--- src/rtl/led_pkg.sv ---
// Shared types and helpers for the LED bank arbiter: state enum and round-robin pick.
package led_pkg;

  localparam int unsigned NUM_LEDS = 5;
  localparam int unsigned MAX_REQ  = 8;
  localparam int unsigned IDX_W    = 3;

  typedef enum logic {IDLE, OWN} state_t;

  typedef struct packed {
    logic             found;
    logic [IDX_W-1:0] idx;
  } rr_pick_t;

  // First requester after 'last' in circular order over n slots; 'last' itself is checked last.
  function automatic rr_pick_t rr_next(input logic [MAX_REQ-1:0] reqs,
                                       input logic [IDX_W-1:0]   last,
                                       input int unsigned        n);
    rr_pick_t         pick;
    logic [IDX_W-1:0] cand;
    pick = '0;
    for (int unsigned i = 1; i <= MAX_REQ; i++) begin
      cand = IDX_W'((32'(last) + i) % n);
      if (i <= n && !pick.found && reqs[cand]) begin
        pick.found = 1'b1;
        pick.idx   = cand;
      end
    end
    return pick;
  endfunction

endpackage

--- src/rtl/led_pwm.sv ---
// Free-running brightness counter gating the 5-bit LED vector (LED_BANK_PWM_EN build only).
module led_pwm
  import led_pkg::*;
#(
  parameter int unsigned PWM_BITS = 4
) (
  input  logic                clk,
  input  logic                rstn,
  input  logic [PWM_BITS-1:0] brightness,
  input  logic [NUM_LEDS-1:0] pattern,
  output logic [NUM_LEDS-1:0] gated
);

  logic [PWM_BITS-1:0] pwm_cnt_q;
  logic                lit;

  always_ff @(posedge clk or negedge rstn) begin
    if (!rstn) begin
      pwm_cnt_q <= '0;
    end else begin
      pwm_cnt_q <= pwm_cnt_q + 1'b1;
    end
  end

  // All-ones brightness means fully on, otherwise duty = brightness / 2^PWM_BITS.
  always_comb begin
    lit   = (&brightness) || (pwm_cnt_q < brightness);
    gated = lit ? pattern : '0;
  end

endmodule

--- src/rtl/led_bank_arbiter.sv ---
// Round-robin owner of the five board LEDs with a minimum hold time.
// Optional bank dimming is enabled by defining LED_BANK_PWM_EN.
module led_bank_arbiter
  import led_pkg::*;
#(
  parameter int unsigned NREQ        = 3,
  parameter int unsigned HOLD_CYCLES = 12000000,
  parameter int unsigned PWM_BITS    = 4
) (
  input  logic                     clk,
  input  logic                     rstn,
  input  logic [NREQ-1:0]          req,
  input  logic [NUM_LEDS*NREQ-1:0] pattern,
  input  logic [PWM_BITS-1:0]      brightness,
  output logic [NREQ-1:0]          grant,
  output logic                     busy,
  output logic                     LED0,
  output logic                     LED1,
  output logic                     LED2,
  output logic                     LED3,
  output logic                     LED4
);

  localparam int unsigned CNT_W = $clog2(HOLD_CYCLES + 1);
  localparam int unsigned PAT_W = NUM_LEDS * MAX_REQ;
  localparam logic [CNT_W-1:0] HOLD_MAX = CNT_W'(HOLD_CYCLES);
  localparam logic [IDX_W-1:0] LAST_RST = IDX_W'(NREQ - 1);

  state_t              state_q;
  logic [IDX_W-1:0]    owner_q;
  logic [IDX_W-1:0]    last_q;
  logic [CNT_W-1:0]    cnt_q;
  logic [NREQ-1:0]     grant_q;
  logic                busy_q;
  logic [NUM_LEDS-1:0] led_q;

  logic [MAX_REQ-1:0]  req_ext;
  logic [PAT_W-1:0]    pat_ext;
  logic [NUM_LEDS-1:0] owner_pat;
  logic [NUM_LEDS-1:0] shown;
  rr_pick_t            idle_pick;
  rr_pick_t            hand_pick;
  logic                release_own;

  always_comb begin
    req_ext   = MAX_REQ'(req);
    pat_ext   = PAT_W'(pattern);
    owner_pat = pat_ext[owner_q*NUM_LEDS +: NUM_LEDS];
    idle_pick = rr_next(req_ext, last_q, NREQ);
    // Handover candidates exclude the current owner.
    hand_pick = rr_next(req_ext & ~(MAX_REQ'(1) << owner_q), owner_q, NREQ);
    release_own = !req_ext[owner_q] || ((cnt_q == HOLD_MAX) && hand_pick.found);
  end

`ifdef LED_BANK_PWM_EN
  led_pwm #(
    .PWM_BITS(PWM_BITS)
  ) u_pwm (
    .clk       (clk),
    .rstn      (rstn),
    .brightness(brightness),
    .pattern   (owner_pat),
    .gated     (shown)
  );
`else
  logic unused_brightness;
  assign unused_brightness = ^brightness;
  assign shown = owner_pat;
`endif

  always_ff @(posedge clk or negedge rstn) begin
    if (!rstn) begin
      state_q <= IDLE;
      owner_q <= '0;
      last_q  <= LAST_RST;
      cnt_q   <= '0;
      grant_q <= '0;
      busy_q  <= 1'b0;
      led_q   <= '0;
    end else begin
      led_q <= (state_q == OWN) ? shown : '0;
      unique case (state_q)
        IDLE: begin
          if (idle_pick.found) begin
            state_q <= OWN;
            owner_q <= idle_pick.idx;
            grant_q <= NREQ'(1) << idle_pick.idx;
            busy_q  <= 1'b1;
            cnt_q   <= '0;
          end
        end
        OWN: begin
          if (release_own) begin
            last_q <= owner_q;
            cnt_q  <= '0;
            if (hand_pick.found) begin
              owner_q <= hand_pick.idx;
              grant_q <= NREQ'(1) << hand_pick.idx;
            end else begin
              state_q <= IDLE;
              grant_q <= '0;
              busy_q  <= 1'b0;
            end
          end else if (cnt_q != HOLD_MAX) begin
            cnt_q <= cnt_q + 1'b1;
          end
        end
        default: state_q <= IDLE;
      endcase
    end
  end

  assign grant = grant_q;
  assign busy  = busy_q;
  assign LED0  = led_q[0];
  assign LED1  = led_q[1];
  assign LED2  = led_q[2];
  assign LED3  = led_q[3];
  assign LED4  = led_q[4];

endmodule

--- config.mk ---
export PLATFORM = sky130hd
export DESIGN_NAME = led_bank_arbiter
export DESIGN_NICKNAME = d
export VERILOG_FILES = /design/src/rtl/led_pkg.sv /design/src/rtl/led_pwm.sv /design/src/rtl/led_bank_arbiter.sv
export SDC_FILE = /design/constraint.sdc
export NUM_CORES = 1
export LEC_CHECK = 0
export ABC_AREA = 1
export CAP_MARGIN = 25
export CORE_ASPECT_RATIO = 1.2
export CORE_MARGIN = 3
export CORE_UTILIZATION = 60
export CTS_CLUSTER_DIAMETER = 200
export DETAILED_ROUTE_END_ITERATION = 12
export PLACE_DENSITY = 0.82
export RECOVER_POWER = 50
export SLEW_MARGIN = 20
export SYNTH_ARGS = -nofsm -noshare
export SYNTH_HDL_FRONTEND = slang
export SYNTH_HIERARCHICAL = 1
export SYNTH_SLANG_ARGS = --single-unit
export TNS_END_PERCENT = 30
--- constraint.sdc ---
create_clock -name clk -period 4.9 [get_ports clk]
set_input_delay 0.98 -clock clk [delete_from_list [all_inputs] [get_ports clk]]
set_output_delay 0.98 -clock clk [all_outputs]
set_load 0.05 [all_outputs]
======== Word-level counts from Yosys, hierarchy flattened ========
Index checks and enable logic that the tools add are counted.
storage, ports and cells
  word-level logic and storage cells ...... 99
  flip-flop bits (word level) ............. 40
  output and inout port bits .............. 9
  input port bits ......................... 24
cells by class
  equal/unequal tests ..................... 7
  divide/modulo/power cells ............... 6
  order comparisons ....................... 7
  reductions and logical operators ........ 16
  multiplexer cells ....................... 41
  add/subtract/negate cells ............... 7
  bitwise gates (word level) .............. 3
  shifts and indexed selects .............. 4
  $mul .................................... 1
operators with widths
  kind                   count
  $mod 32x2->32 const B  6
  $mux 24                3
  $pmux 24 s2            1
  $shiftx 40x7->5        1
  $lt 3x4->1 const B     7
  $add 24x1->24 const B  1
  $eq 24x24->1 const B   1
  $mux 4                 6
  $ne 24x24->1 const B   1
  $bmux 1 s3             7
  $mux 3                 6
  $add 3x2->4 const B    4
  $mux 1                 13
  $pmux 3 s2             2
  $add 3x1->4 const B    2
  $and 3x8->8            1
  $not 8->8              1
  $shl 1x3->8 const A    1
  $mul 3x3->6 const B    1
  $reduce_and 2->1       3
  $reduce_and 3->1       2
  $shl 1x3->3 const A    2
  $logic_and 1x1->1      5
  $logic_not 1->1        5
  7 further kinds        10

======== Depth between registers and ports, before layout ========
Gate-level depths: netlist of run 1.
  depth in word-level cells ............... 16
  mapped depth ............................ 29
  gate-level depth less buffers ........... 29

======== Worst setup path before layout of run 1 ========
Ideal clock, no wire load.
  path kind ............................... reg-to-reg
  from .................................... register owner_q[0]
  to ...................................... register owner_q[1]
  clock period less this slack ............ 3,609 ps
  library setup time ...................... 117 ps
  stages on the path, launching flop included .. 28
  arrival time ............................ 3,492 ps
  buffers on the path ..................... 2
  required time ........................... 4,783 ps
  setup slack ............................. 1,291 ps
  cell sequence ........................... dfrtp_1 > clkbuf_2 > inv_1 > clkbuf_1 > ha_1 > ha_1 > ha_1 > inv_1 > nand3_2 > nand2_1 > nand2_1 > ha_1 > inv_1 > nand3_4 > nand2_1 > nand3_1 > nand2_1 > nand2_1 > nor2_1 > nor2_2 > nand2_2 > nand2_4 > nand2_1 > nand2_2 > nand2_4 > nand2_2 > nand2_1 > nand2_1
between the ends
  longest elaborated chain between the ends .. 16
  elaborated cells between the ends (all ways) .. 33
  classes of those cells .................. add/sub: 3; div: 3; eq/ne: 2; shift: 1; mux: 14; bitwise: 2; reduce/logical: 8
RTL lines
  item                                                    RTL line                text
  start, declared                                         led_bank_arbiter.sv:30  logic [IDX_W-1:0] owner_q;
  start signal, assigned                                  led_bank_arbiter.sv:86  owner_q <= idle_pick.idx;
  start signal, assigned                                  led_bank_arbiter.sv:97  owner_q <= hand_pick.idx;
  branches (longest 16 deep; another with $mod 32x2->32)  n/a
Several ways; the timed one is not identified. The select of a mux whose other input is x is not followed.
A chain may end at the register's enable or synchronous reset.

======== Worst setup path in the final report of run 1 ========
  from .................................... register last_q[0]
  to ...................................... register cnt_q[12]
between the ends
  longest elaborated chain between the ends .. 13
  elaborated cells between the ends (all ways) .. 21
  classes of those cells .................. add/sub: 3; div: 3; eq/ne: 1; mux: 9; reduce/logical: 5
RTL lines
  item                                 RTL line                 text
  start, declared                      led_bank_arbiter.sv:31   logic [IDX_W-1:0] last_q;
  start signal, assigned               led_bank_arbiter.sv:94   last_q <= owner_q;
  $add 3x1->4                          led_pkg.sv:23            cand = IDX_W'((32'(last) + i) % n);
  $mod 32x2->32                        led_pkg.sv:23
  $bmux 1 s3                           led_pkg.sv:24            if (i <= n && !pick.found && reqs[cand]) begin
  $mux 1 (implied by the code)         led_pkg.sv:24
  $mux 4                               led_pkg.sv:24
  $logic_not 1->1                      led_pkg.sv:24
  $logic_and 1x1->1                    led_pkg.sv:24
  $mux 4                               led_pkg.sv:24
  $logic_not 1->1                      led_pkg.sv:24
  $logic_and 1x1->1                    led_pkg.sv:24
  $mux 4 *                             led_pkg.sv:24
  $ne 2x2->1 (no source line) *        n/a
  $reduce_and 2->1 (no source line) *  n/a
  end signal, assigned                 led_bank_arbiter.sv:105  cnt_q <= cnt_q + 1'b1;
  end, declared                        led_bank_arbiter.sv:32   logic [CNT_W-1:0] cnt_q;
Mark *: on every way between the ends. The rest lies on a longest branch, timed or not. The select of a mux whose other input is x is not followed.

==> results.toml, run 1 <==
[detailed_routing]
drt_iter0_markers = 274
viasPerCell = 5.36
wirelength_mm = 9.34
drt_first_pass_iters = 5
ant_nets = 0
vias = 4200
drc = 0
wl_per_cell_um = 11.9

[die]
start_util = 0.624
die_area_um2 = 8230
row_count = 33
die_w_um = 83.3
core_um2 = 6900
num_io_pins = 33
fp.dieH_um = 98.8

[global_routing]
grt_pass1_vias = 4011
grt.overflow.total = 0
grtUsageTotal = 0.235
grt_pass1_wl_mm = 16.5
grt_antenna_before_repair = 0
grt_max_degree = 41

[critical_path]
required_ns = 5.10
crit_family = "simple AND/OR/NAND/NOR gates"
worst-setup-path-type = "reg2reg"
cp_common_cell = "inv_1"
path_max_fanout = 25
cp.arrival_ns = 4.23
max_stage_delay_ns = 0.63
cp-end-kind = "flop"
cpMaxStageDelayCell = "dfrtp_1"
path_buf_inv = 6
cp-start-kind = "flop"

[cells_and_area]
nets = 764
n_antenna_cell = 0
drive_above_1_share = 0.0918
syn_to_final_growth_pct = 10.7
final_util = 0.691

[yosys]
synth_ff_type = "dfrtp_1"
synth_commonest_cells = "206 x nand2_1, 104 x inv_1, 63 x nor2_1, 51 x nand3_1, 44 x ha_1"
synth_cell_type_count = 39
synthTopCellsByArea = "dfrtp_1 23%, nand2_1 18%, ha_1 13%"
synth_nets = 734
synth_area_leader_cell = "dfrtp_1"
synth.most_common_cell = "nand2_1"
yosys_warnings = 6
syn_inst = 666
synth-seq-cells = 40
postSynthAreaPerCell_um2 = 6.46
synth_edf_count = 0
ys_seq_area_frac = 0.233
synth_area_um2 = 4300
ys_async_sr_fraction = 1.00
netlist.area_leader.share = 0.227

[timing]
fin_worst_hold_slack_ns = 0.485
final.setup.tns_ns = 0
tightest_slew_ns = 2.16
fmax_ghz = 0.248
max_slew_margin = -0.442
finalMaxSlewViolations = 41
timing.final.crit_share = 0.823
rsz0062_at_grt = "no"
period_minus_slack_ns = 4.03
hold_viol = 0
setup_viol = 0
finClkSkew_ns = 0.0112

[cts]
root_buffer = "clkbuf_8"
clk_latency_ns = 0.30
ctsHoldBuffers = 0
clk_pin_slew_ns = 0.08
htreeDepth = 2
clock_sinks = 40
cts_buffer_depth = 2
cts_setup_buffers = 0
postCtsResizedCells = 0
cts_buffers = 5
cts_tree = "done"

[outcome]
status = "finished with violations"
failed_checks = "capacitance limit, slew limit"

[job]
cap_viol_max_count = 1

[place]
gp_congestion = 0.883
dp_hpwl_mm = 7.24
io_buffers = 28

[worst_hold_path]
hp-class = "reg2reg"
## tightest hold or removal path: stages, from the launching register on
cell and delay (ns):
dfrtp_1 0.35, nand2_1 0.05, nand2_1 0.06
## flip-flops by register name, indices dropped and copies added, names as in the netlist
register  cells
owner_q       3
grant         3
led_q         5
state_q       1
cnt_q        24
busy          1
last_q        3
## final cells by class
type | instances | area (um2)
Clock buffer | 7 | 96.3
Clock inverter | 1 | 30.0
Fill cell | 587 | 2130
Inverter | 110 | 415
Multi-Input combinational cell | 507 | 2810
Sequential cell | 40 | 1000
Tap cell | 87 | 109
Timing Repair Buffer | 32 | 304
## layout by cell type (no fill, tap or decap), types with 2 or more instances in the layout
master / instances
a21oi_1: 14
a21oi_2: 5
a2bb2oi_1: 5
buf_4: 4
clkbuf_8: 7
clkdlybuf4s50_1: 23
dfrtp_1: 39
dlygate4sd3_1: 4
ha_1: 44
inv_1: 104
inv_2: 4
nand2_1: 206
nand2_2: 17
nand2_4: 6
nand3_1: 51
nand3_2: 5
nand3_4: 3
nand3b_1: 5
nand4_1: 19
nor2_1: 63
nor2_2: 4
nor3_1: 7
nor3_2: 2
nor4_1: 4
o21ai_0: 20
o21ai_1: 7
o21ai_2: 3
o21bai_1: 4
or4_1: 2
xor2_1: 6
## path summary, 6_finish.rpt
path	to	slack, ns	startpoint	depth (start not counted)
setup / recovery	cnt_q[12]	0.87	last_q[0]	25
hold / removal	grant[1]	0.48	grant[1]	2
setup reg to reg	cnt_q[12]	0.87	last_q[0]	25
hold reg to reg	grant[1]	0.48	grant[1]	2
max in group asynchronous	last_q[0]	2.35	rstn	1
min in group asynchronous	cnt_q[5]	1.30	rstn	1
## metal layers
layer | GRT usage | up-vias | wire (um)
met5 | 0 | - | 0
li1 | - | 2165 | -
met2 | 0.410 | 107 | 4550
met3 | 0.0485 | 15 | 575
met4 | 0.0818 | 0 | 141
met1 | 0.288 | 1913 | 4070
## metrics by stage
stage                     setup WS [ns]  area, um2  instances
after detailed placement          0.898       4640        776
after global placement             1.03       4640        776
after floorplan                    1.29       4300        666
final                             0.866       4760        784
after CTS                         0.874       4770        784
after global routing              0.332       4760        784
## logic make-up after synthesis
logic type	share of synthesized area
AO/OA/AOI/OAI	0.0843
buffers and inverters	0.115
adder cells (fa/ha/maj)	0.128
XOR/XNOR	0.0122
flip-flops	0.233
AND/OR/NAND/NOR	0.428
Power of run 1 is not shown: default switching activity piles up to over one toggle a cycle in this logic, so the estimate is an artifact.
==> run 2, diff against run 1 <==
- CORE_UTILIZATION: 60 -> 54
- PLACE_DENSITY: 0.82 -> 0.78
- clock period: 4.9 -> 3.5 ns (I/O delays scaled with it)
==> run 2 against run 1 <==
  * The flow finishes with violations (capacitance limit, slew limit, setup timing)
  * Clock skew up 0.0020 ns
  * Die area up 10%
  * Via count up 14%
  * Wire length up 36%
  * Final cell count up 10%
  * Setup slack worse by 0.90 ns
  * Core utilization up 10 points
  * Global-route usage down 0.64 points
  * Count of clock-buffer cells in the layout down 2
==> results.toml, run 2 (synthesis results as in run 1) <==
[job]
cap_viol_max_count = 1

[detailed_routing]
drt_iter0_markers = 334
wirelength_mm = 12.7
viasPerCell = 5.56
drt_first_pass_iters = 5
drc = 0
wl_per_cell_um = 14.7
vias = 4806
ant_nets = 0

[outcome]
status = "finished with violations"
failed_checks = "capacitance limit, slew limit, setup timing"

[cells_and_area]
syn_to_final_growth_pct = 41.9
n_antenna_cell = 0
largest_registers = "cnt_q (24), led_q (5)"
nets = 840
final_cell_mix = "165 x nand2_1, 85 x inv_1, 66 x buf_4"
regMostFlops = "cnt_q"
layout_commonest_cell = "nand2_1"
drive_above_1_share = 0.348
largest_reg_flops = 24

[cts]
clock_sinks = 40
clk_pin_slew_ns = 0.09
htreeDepth = 2
ctsHoldBuffers = 0
clk_latency_ns = 0.30
root_buffer = "clkbuf_8"
cts_tree = "done"
cts_buffer_depth = 2
cts_buffers = 5

[critical_path]
cpMaxStageDelayCell = "dfstp_2"
max_stage_delay_ns = 0.59
path_max_fanout = 8
cp-start-kind = "flop"
cp-end-kind = "flop"
cp.arrival_ns = 3.75
required_ns = 3.72
worst-setup-path-type = "reg2reg"
path_buf_inv = 7
crit_family = "simple AND/OR/NAND/NOR gates"

[die]
row_count = 35
die_area_um2 = 9080
die_w_um = 87.5
num_io_pins = 33
start_util = 0.558
fp.dieH_um = 104
core_um2 = 7710

[place]
dp_hpwl_mm = 7.69
io_buffers = 28
gp_congestion = 0.819

[worst_hold_path]
hp-class = "reg2reg"

[timing]
max_slew_margin = -0.426
tightest_slew_ns = 2.14
period_minus_slack_ns = 3.53
finClkSkew_ns = 0.0132
rsz0062_at_grt = "yes"
setup_viol = 6
fmax_ghz = 0.283
finalWorstSetupSlack_ns = -0.0349
finalMaxSlewViolations = 41
fin_worst_hold_slack_ns = 0.498
timing.final.crit_share = 1.01
hold_viol = 0

[global_routing]
grtUsageTotal = 0.229
grt_pass1_vias = 4171
grt_antenna_before_repair = 0
grt_max_degree = 41
grt.overflow.total = 0
grt_pass1_wl_mm = 17.4
run 2: layout make-up:
class                   instances  area, um2
well taps                      92        115
repair buffers                108        985
inverters                     110        438
multi-input cells             507       3450
flip-flops and latches         40       1010
clock inverters                 3       47.5
fillers                       509       1600
clock buffers                   5       68.8
run 2: stage by stage:
step	utilization	TNS, ns	area, um2	cells	setup slack [ns]
after floorplan	-	0	4310	666	0.0118
after global placement	0.640	-0.0615	4930	816	-0.0132
after detailed placement	0.640	-3.74	4930	816	-0.192
after CTS	0.678	0	5230	831	0.000689
after global routing	0.793	-3.97	6110	865	-0.193
final	0.793	-0.0931	6110	865	-0.0349
run 2: final timing paths:
kind / from / end / slack, ns / depth (start not counted)
min: grant[0] / grant[0] / 0.50 / 2
max in group asynchronous: rstn / owner_q[1] / 1.10 / 1
min in group asynchronous: rstn / cnt_q[5] / 1.01 / 1
max: last_q[1] / cnt_q[21] / -0.03 / 26
min reg2reg: grant[0] / grant[0] / 0.50 / 2
max reg2reg: last_q[1] / cnt_q[21] / -0.03 / 26
run 2: worst min-delay path, cell delays in order, from the launching register on:
cell	delay (ns)
dfrtp_1	0.36
nand2_1	0.05
nand2_1	0.06
run 2: routing by layer:
layer / GRT usage / vias to the layer above / share of wire
met5: 0 / - / 0
met4: 0.0493 / 0 / 0.033
met3: 0.0446 / 45 / 0.056
met2: 0.394 / 169 / 0.51
met1: 0.292 / 2256 / 0.40
li1: - / 2336 / -
run 2: what timing repair did:
item	CTS	global route
resized for setup	31	159
pin swaps	11	69
setup endpoints to repair	30	35
gates cloned	0	2
setup buffers	7	34
Power of run 2 is left out for the same reason.
==> run 3, diff against run 2 <==
- clock period: 3.5 -> 3.05 ns (I/O delays scaled with it)
==> run 3 against run 2 <==
  * The run still ends with capacitance limit, slew limit, setup timing left
  * Via count up 10%
  * Flip-flop and latch count unchanged
  * Register-to-register slack worse by 0.55 ns
  * Critical path depth unchanged
  * Worst hold slack better by 0.0055 ns
  * Die area unchanged
  * Fmax down 2.8%
  * Largest cell class unchanged
==> results.toml, run 3 (synthesis results as in run 1) <==
[cells_and_area]
final_cell_mix = "162 x nand2_1, 113 x buf_4, 82 x inv_1"
syn_to_final_growth_pct = 52.3
regMostFlops = "cnt_q"
drive_above_1_share = 0.403
n_antenna_cell = 0
nets = 888
layout_commonest_cell = "nand2_1"
largest_reg_flops = 24
largest_registers = "cnt_q (24), led_q (5)"

[critical_path]
required_ns = 3.28
cp-start-kind = "flop"
crit_family = "simple AND/OR/NAND/NOR gates"
timing.rr.start = "last_q[1]"
cp-end-kind = "flop"
cp.arrival_ns = 3.86
startpoint = "last_q[1]"
max_stage_delay_ns = 0.65
cpMaxStageDelayCell = "dfstp_2"
path_buf_inv = 7
path_max_fanout = 5
worst-setup-path-type = "reg2reg"

[global_routing]
grtUsageTotal = 0.292
grt.overflow.total = 0
grt_antenna_before_repair = 0
grt_max_degree = 41
grt_pass1_vias = 5024
grt_pass1_wl_mm = 21.9

[timing]
timing.final.crit_share = 1.19
hold_viol = 0
rsz0062_at_grt = "yes"
finClkSkew_ns = 0.00453
finalMaxSlewViolations = 41
period_minus_slack_ns = 3.64
finalWorstSetupSlack_ns = -0.586
tightest_slew_ns = 2.18
fin_worst_hold_slack_ns = 0.503
fmax_ghz = 0.275
setup_viol = 35
max_slew_margin = -0.451

[detailed_routing]
wl_per_cell_um = 16.4
drt_first_pass_iters = 5
ant_nets = 0
wirelength_mm = 15.0
viasPerCell = 5.80
drc = 0
drt_iter0_markers = 414
vias = 5291

[place]
io_buffers = 28
gp_congestion = 0.894
dp_hpwl_mm = 8.33

[die]
core_um2 = 7710
row_count = 35
start_util = 0.558
fp.dieH_um = 104
num_io_pins = 33
die_w_um = 87.5
die_area_um2 = 9080

[cts]
clock_sinks = 40
clk_pin_slew_ns = 0.08
cts_buffers = 5
htreeDepth = 2
cts_tree = "done"
clk_latency_ns = 0.30
ctsHoldBuffers = 0
root_buffer = "clkbuf_8"
cts_buffer_depth = 2

[outcome]
failed_checks = "capacitance limit, slew limit, setup timing"
status = "finished with violations"

[worst_hold_path]
hp-class = "reg2reg"
hold_start = "grant[0]"

[job]
cap_viol_max_count = 1
-- run 3: cell count changes in the layout (fill, tap and decap cells not counted), sizes merged --
| cell | before | now |
|---|---|---|
| nand2 | 229 | 231 |
| inv | 109 | 110 |
| buf | 78 | 124 |
| clkinv | 3 | 1 |
| clkbuf | 8 | 9 |
-- run 3: cell type report --
class                           count  area [um2]
Timing Repair Buffer              153        1290
Sequential cell                    40        1010
Fill cell                         404        1150
Inverter                          110         440
Timing Repair inverter              1        11.3
Clock inverter                      1        30.0
Tap cell                           92         115
Clock buffer                        7        96.3
Multi-Input combinational cell    509        3570
-- run 3: worst register-to-register path, cell delays in order (launching register included) --
cell       delay (ns)
dfstp_2          0.65
inv_4            0.08
ha_4             0.17
inv_2            0.04
nand2_2          0.06
nand2_4          0.07
nor2_4           0.05
ha_4             0.16
ha_4             0.16
a21oi_4          0.13
nand2_2          0.08
xor2_1           0.16
inv_1            0.10
ha_2             0.20
inv_2            0.06
nand3_4          0.11
nand2_1          0.12
o21ai_4          0.10
inv_2            0.06
nand2_2          0.09
nand3b_4         0.11
nand3_4          0.15
nand2_8          0.11
clkbuf_16        0.18
o21bai_1         0.14
inv_1            0.09
nor2_1           0.12
-- run 3: path summary, 6_finish.rpt --
check,to,slack [ns],depth (start not counted)
min in group asynchronous,cnt_q[23],0.93,1
max in group asynchronous,last_q[2],0.71,1
max,cnt_q[17],-0.59,26
min,grant[0],0.50,2
max reg2reg,cnt_q[17],-0.59,26
min reg2reg,grant[0],0.50,2
-- run 3: per-stage QoR --
step / instance area, um2 / setup WS (ns) / utilization / setup TNS, ns / cells
2_1_floorplan: 4440 / -0.235 / - / -6.52 / 666
3_3_place_gp: 5350 / -0.390 / 0.694 / -10.49 / 861
3_5_place_dp: 5350 / -0.548 / 0.694 / -15.28 / 861
4_1_cts: 6260 / -0.299 / 0.812 / -8.27 / 903
5_1_grt: 6560 / -0.740 / 0.850 / -23.00 / 913
6_report: 6560 / -0.586 / 0.850 / -16.62 / 913
-- run 3: timing repair --
action / CTS / global route
setup endpoints to repair: 35 / 35
buffers inserted: 31 / 9
pin swaps: 55 / 45
gates cloned: 3 / 1
gates resized for setup: 137 / 55
-- run 3: metal layers --
| layer | wire, um | track usage | share of wire |
|---|---|---|---|
| met1 | 5390 | 0.333 | 0.36 |
| met2 | 7870 | 0.531 | 0.52 |
| met3 | 974 | 0.0525 | 0.065 |
| met4 | 768 | 0.0976 | 0.051 |
| met5 | 0 | 0 | 0 |
Power of run 3 is left out for the same reason.
